[src/rtl/count_pkg.sv]
// Constants and BCD helper shared by the mod-100 up and down counters.
package count_pkg;

    localparam int DEFAULT_WIDTH     = 7;
    localparam int DEFAULT_MAX_COUNT = 99;
    localparam int BCD_W             = 4;

    // Split a 0..99 binary value into {tens, units} BCD digits.
    function automatic logic [2*BCD_W-1:0] to_bcd2(input logic [7:0] value);
        logic [BCD_W-1:0] tens;
        logic [BCD_W-1:0] units;
        tens  = BCD_W'(value / 8'd10);
        units = BCD_W'(value % 8'd10);
        return {tens, units};
    endfunction

endpackage

[src/rtl/bcd_digit_down.sv]
// One BCD digit that counts down 9..0 with borrow out; load overrides decrement.
// Latency: 1 clock; no backpressure, borrow_out is combinational from dec.
module bcd_digit_down
    import count_pkg::*;
(
    input  logic             clk,
    input  logic             async_reset_n,
    input  logic             dec,
    input  logic             load,
    input  logic [BCD_W-1:0] load_digit,
    input  logic [BCD_W-1:0] reset_digit,
    output logic [BCD_W-1:0] digit,
    output logic             borrow_out
);

    logic [BCD_W-1:0] digit_d;
    logic [BCD_W-1:0] digit_q;

    always_comb begin
        digit_d = digit_q;
        if (load) begin
            digit_d = load_digit;
        end else if (dec) begin
            digit_d = (digit_q == '0) ? BCD_W'(9) : digit_q - BCD_W'(1);
        end
    end

    always_ff @(posedge clk or negedge async_reset_n) begin
        if (!async_reset_n) begin
            digit_q <= reset_digit;
        end else begin
            digit_q <= digit_d;
        end
    end

    assign digit      = digit_q;
    assign borrow_out = dec && (digit_q == '0);

endmodule

[src/rtl/count_descendente_100.sv]
// Modulo-(MAX_COUNT+1) down counter with enable, saturating load, BCD view and wrap pulse.
// Latency: 1 clock from enable/load to count_out; no backpressure, enable simply gates counting.
module count_descendente_100
    import count_pkg::*;
#(
    parameter int WIDTH     = DEFAULT_WIDTH,
    parameter int MAX_COUNT = DEFAULT_MAX_COUNT
) (
    input  logic             clk,
    input  logic             async_reset_n,
    input  logic             enable,
    input  logic             load,
    input  logic [WIDTH-1:0] load_value,
    output logic [WIDTH-1:0] count_out,
    output logic [BCD_W-1:0] tens_bcd,
    output logic [BCD_W-1:0] units_bcd,
    output logic             zero_flag,
    output logic             borrow_pulse
);

    localparam logic [WIDTH-1:0]     MAX_VAL = WIDTH'(MAX_COUNT);
    localparam logic [2*BCD_W-1:0]   MAX_BCD = to_bcd2(8'(MAX_COUNT));

    logic [WIDTH-1:0]   count_d, count_q;
    logic               borrow_d, borrow_q;
    logic [WIDTH-1:0]   load_sat;
    logic               do_dec, do_wrap, digit_load;
    logic [2*BCD_W-1:0] digit_load_val;
    logic               units_borrow;
    logic               tens_borrow_unused;

    always_comb begin
        load_sat       = (load_value > MAX_VAL) ? MAX_VAL : load_value;
        do_dec         = !load && enable && (count_q != '0);
        do_wrap        = !load && enable && (count_q == '0);
        digit_load     = load || do_wrap;
        digit_load_val = load ? to_bcd2(8'(load_sat)) : MAX_BCD;

        count_d  = count_q;
        borrow_d = 1'b0;
        if (load) begin
            count_d = load_sat;
        end else if (do_dec) begin
            count_d = count_q - WIDTH'(1);
        end else if (do_wrap) begin
            count_d  = MAX_VAL;
            borrow_d = 1'b1;
        end
    end

    always_ff @(posedge clk or negedge async_reset_n) begin
        if (!async_reset_n) begin
            count_q  <= MAX_VAL;
            borrow_q <= 1'b0;
        end else begin
            count_q  <= count_d;
            borrow_q <= borrow_d;
        end
    end

    // Units borrows into tens; the wrap and load cases override both digits.
    bcd_digit_down u_units (
        .clk          (clk),
        .async_reset_n(async_reset_n),
        .dec          (do_dec),
        .load         (digit_load),
        .load_digit   (digit_load_val[BCD_W-1:0]),
        .reset_digit  (MAX_BCD[BCD_W-1:0]),
        .digit        (units_bcd),
        .borrow_out   (units_borrow)
    );

    bcd_digit_down u_tens (
        .clk          (clk),
        .async_reset_n(async_reset_n),
        .dec          (units_borrow),
        .load         (digit_load),
        .load_digit   (digit_load_val[2*BCD_W-1:BCD_W]),
        .reset_digit  (MAX_BCD[2*BCD_W-1:BCD_W]),
        .digit        (tens_bcd),
        .borrow_out   (tens_borrow_unused)
    );

    assign count_out    = count_q;
    assign zero_flag    = (count_q == '0);
    assign borrow_pulse = borrow_q;

endmodule

[config.mk]
export PLATFORM = sky130hd
export DESIGN_NAME = count_descendente_100
export DESIGN_NICKNAME = d
export VERILOG_FILES = /design/src/rtl/count_pkg.sv /design/src/rtl/bcd_digit_down.sv /design/src/rtl/count_descendente_100.sv
export SDC_FILE = /design/constraint.sdc
export NUM_CORES = 1
export LEC_CHECK = 0
export ABC_CLOCK_PERIOD_IN_PS = 2350
export BUFFER_PORTS_ARGS = -buffer_cell sky130_fd_sc_hd__buf_2
export CAP_MARGIN = 10
export CORE_ASPECT_RATIO = 1.5
export CORE_MARGIN = 3
export CORE_UTILIZATION = 47
export DETAILED_ROUTE_END_ITERATION = 12
export GPL_TIMING_DRIVEN = 0
export PLACE_DENSITY = 0.69
export SYNTH_ARGS = -nofsm -noshare
export SYNTH_HDL_FRONTEND = slang
export SYNTH_SLANG_ARGS = --single-unit
[constraint.sdc]
create_clock -name clk -period 2.35 [get_ports clk]
set_clock_uncertainty 0.15 [all_clocks]
set_input_delay 0.235 -clock clk [delete_from_list [all_inputs] [get_ports clk]]
set_output_delay 0.235 -clock clk [all_outputs]
set_load 0.1 [all_outputs]
==> reports/qor.tcl <==
set qor(worst_hold_slack_ns) 0.159
set qor(clock_tree.root_cell) {sky130_fd_sc_hd__clkbuf_8}
set qor(number_of_buffers_inserted_during_clock_tree_synthesis) 3
set qor(synth.cell_area_sq_um) 1470
set qor(number_of_inserted_diodes) 0
set qor(drt_drc_violations_left) 0
set qor(combinationalPowerShare_pct) 49.6
set qor(syn_area_per_cell_sq_um) 8.42
set qor(floorplan.rows) 24
set qor(clock_tree_from_tritoncts) {done}
set qor(clkSlewWorstSetupHoldPaths_ns) 0.07
set qor(post_synth_edffs) 0
set qor(postLayoutCoreUtil_pct) 59.9
set qor(synth_cell_type_count) 65
set qor(antenna_found_initial) 0
set qor(p_leak_nw) 0.719
set qor(p_total_mw) 1.24
set qor(worst-r2r-cell-count) 7
set qor(run_status) {completed}
set qor(worst_slew_margin_rel_pct) 67.0
set qor(worst_margin_pin_slew_ns) 0.495
set qor(mostFrequentLayoutCells) {27 x sky130_fd_sc_hd__buf_2, 15 x sky130_fd_sc_hd__o21ai_0, 13 x sky130_fd_sc_hd__nor2_1}
set qor(finalHoldViolations) 0
set qor(register_share_of_total_power_pct) 30.6
set qor(global_route_wire_length_before_repair_microns) 7020
set qor(seq_area_frac_synth_pct) 27.9
set qor(clock_tree.buffer_depth) 2
set qor(detailedPlacementHpwl_microns) 3220
set qor(synth-async-reset-ratio_pct) 100
set qor(yosys_register_bits) 16
set qor(finalCritPeriodShare_pct) 95.5
set qor(required_ns) 2.37
set qor(unrepaired_setup_endpoints_after_global_routing) {no}
set qor(synth-main-ff-cell) {sky130_fd_sc_hd__dfstp_2}
set qor(hold_crit_path_type) {input port to flop}
set qor(antenna_violating_nets_post_route) 0
set qor(netSwitchingFraction_pct) 48.7
set qor(power.share.clock_pct) 19.8
set qor(grt.total_usage_pct) 23.7
set qor(synth.top_cell.area_share_pct) 14.3
set qor(die-area_sq_um) 3850
set qor(postSynthCellCount) 175
set qor(synthesis.yosys.warnings) 0
set qor(crit_arrival_ns) 2.27
set qor(layout_commonest_cell) {sky130_fd_sc_hd__buf_2}
set qor(filler_cell_count) 288
set qor(io_pins) 28
set qor(dr.pass1.iters) 4
set qor(worst-setup-path-type) {flop to flop}
set qor(grt_start_max_net_pins) 17
set qor(grt-ovfl-total) 0
set qor(via_density_per_instance) 6.32
set qor(irDropWorstVdd_v) 0.000334
set qor(core_region_area_sq_um) 2940
set qor(cell_pwr_density_nw_per_um2) 702
set qor(drtIter0Drc) 69
set qor(globalplace.congestion) 0.954
set qor(hold_depth) 3
set qor(synth_top_cell_by_area) {sky130_fd_sc_hd__dfstp_2}
set qor(clock_latency_ns) 0.25
set qor(reg2reg_setup_slack_ns) 0.10
set qor(placement.io_buffers) 26
set qor(clock_period_minus_worst_slack_ns) 2.25
set qor(cts.sink_count) 16
set qor(finalMaxSlewViolations) 0
set qor(dr_total_vias) 1543
set qor(first_global_vias) 1512
set qor(end_kind) {flop}
set qor(effective_utilization_at_floorplan_pct) 50.0
set qor(drive_above_1_share_pct) 33.2
set qor(die_w_microns) 51.7
set qor(die_height_microns) 74.6
set qor(p_switching_mw) 0.603
set qor(drt_wl_total_microns) 4180
set qor(ys_top_cells_by_area) {sky130_fd_sc_hd__dfstp_2 14%, sky130_fd_sc_hd__dfrtp_1 14%, sky130_fd_sc_hd__o21ai_0 5.8%, sky130_fd_sc_hd__nor2_1 3.3%, sky130_fd_sc_hd__nand2_1 2.8%}
set qor(synthesis.nets) 189
set qor(achievable-frequency_mhz) 445
set qor(max-cap-violations) 0
set qor(cellInternalPower_mw) 0.635
set qor(final_nets) 220
set qor(synthToLayoutAreaGrowth_pct) 19.8
set qor(setup-violations-final) 0
set qor(cts_htree_levels) 1
set qor(path_max_fanout) 5
set qor(cp-start-kind) {flop}
set qor(avgRoutedWirePerCell_microns) 17.1
## cell usage after synthesis, types with 2 or more instances
library cell / n
sky130_fd_sc_hd__clkbuf_1: 3
sky130_fd_sc_hd__a32oi_1: 3
sky130_fd_sc_hd__o21bai_1: 3
sky130_fd_sc_hd__inv_1: 5
sky130_fd_sc_hd__o21a_1: 2
sky130_fd_sc_hd__nor3b_1: 2
sky130_fd_sc_hd__or2_2: 2
sky130_fd_sc_hd__a21oi_1: 7
sky130_fd_sc_hd__buf_1: 2
sky130_fd_sc_hd__a2bb2oi_1: 2
sky130_fd_sc_hd__buf_4: 2
sky130_fd_sc_hd__o22ai_1: 3
sky130_fd_sc_hd__dfstp_2: 8
sky130_fd_sc_hd__nand3_1: 4
sky130_fd_sc_hd__nor4_1: 3
sky130_fd_sc_hd__nor2b_1: 4
sky130_fd_sc_hd__o21ai_0: 17
sky130_fd_sc_hd__nand2_1: 11
sky130_fd_sc_hd__o221ai_1: 2
sky130_fd_sc_hd__nor3_1: 6
sky130_fd_sc_hd__nor2_1: 13
sky130_fd_sc_hd__a31oi_1: 6
sky130_fd_sc_hd__mux2i_1: 3
sky130_fd_sc_hd__and2_1: 2
sky130_fd_sc_hd__or3_1: 4
sky130_fd_sc_hd__dfrtp_1: 8
sky130_fd_sc_hd__ha_1: 3
sky130_fd_sc_hd__buf_2: 3
sky130_fd_sc_hd__o21ai_1: 3
sky130_fd_sc_hd__a211oi_2: 2
sky130_fd_sc_hd__a211oi_1: 3
## kinds of logic (layout without fill, tap and decap cells)
| logic type | count (synthesis) | in the layout | synth area share (%) |
|---|---|---|---|
| flops | 16 | 16 | 27.9 |
| buf+inv | 16 | 46 | 5.35 |
| compound gates | 69 | 69 | 33.4 |
| fa+ha+maj | 3 | 3 | 2.55 |
| simple gates | 67 | 67 | 28.0 |
| mux | 4 | 4 | 2.80 |
## layout make-up
type / instances / area (sq um) / share of cell area (%)
well taps: 39 / 48.8 / 2.77
plain buffers: 10 / 58.8 / 3.33
flip-flops and latches: 16 / 424 / 24.0
clock buffers: 4 / 55.1 / 3.12
multi-input cells: 143 / 1010 / 57.4
repair buffers: 27 / 146 / 8.30
inverters: 5 / 18.8 / 1.06
## per-layer routing
layer  track usage [%]  share of wire [%]
met4              10.5                1.2
met1              27.3                 38
met3              1.40                5.0
met5                 0                  0
met2              44.2                 55
## power by group through the flow
stage,logic [mW],registers (mW),clock network (mW)
global placement,0.594,0.379,0
detailed placement,0.603,0.380,0
global route,0.650,0.385,0.261
CTS,0.607,0.376,0.251
finish,0.614,0.379,0.246
floorplan,0.229,0.641,0
## per-stage QoR
step	setup TNS, ns	instances	setup WS, ns	area (sq um)
floorplan	0	175	0.0000675	1490
global placement	-1.56	240	-0.414	1670
detailed placement	-1.77	240	-0.456	1670
CTS	0	245	0.00287	1740
global route	0	244	0.0459	1760
finish	0	244	0.105	1760
## state kept, by name (all words and copies together) (netlist names)
register       cells
borrow_pulse       1
count_out          7
u_units.digit      4
u_tens.digit       4
## timing repair
action / 4_1_cts / 5_1_grt
buffers inserted: 0 / 0
hold endpoints to repair: 8 / 0
hold buffers: 1 / 0
setup endpoints to repair: 5 / 5
resized for setup: 3 / 7
## worst paths after layout
kind	endpoint	startpoint
setup / recovery	u_units.digit[3]	count_out[0]
hold / removal	u_units.digit[0]	load_value[0]
setup reg to reg	u_units.digit[3]	count_out[0]
hold reg to reg	u_tens.digit[3]	u_tens.digit[3]
max in group asynchronous	u_tens.digit[3]	async_reset_n
min in group asynchronous	borrow_pulse	async_reset_n
## worst max-delay path, stage by stage (launching register included)
cell and delay (ns):
sky130_fd_sc_hd__dfstp_4 0.63, sky130_fd_sc_hd__inv_1 0.06, sky130_fd_sc_hd__ha_1 0.22, sky130_fd_sc_hd__nor2b_1 0.16, sky130_fd_sc_hd__a21oi_2 0.31, sky130_fd_sc_hd__and3_2 0.26, sky130_fd_sc_hd__a211oi_2 0.05, sky130_fd_sc_hd__a311o_1 0.33
Power figures use the tool's default switching activity.
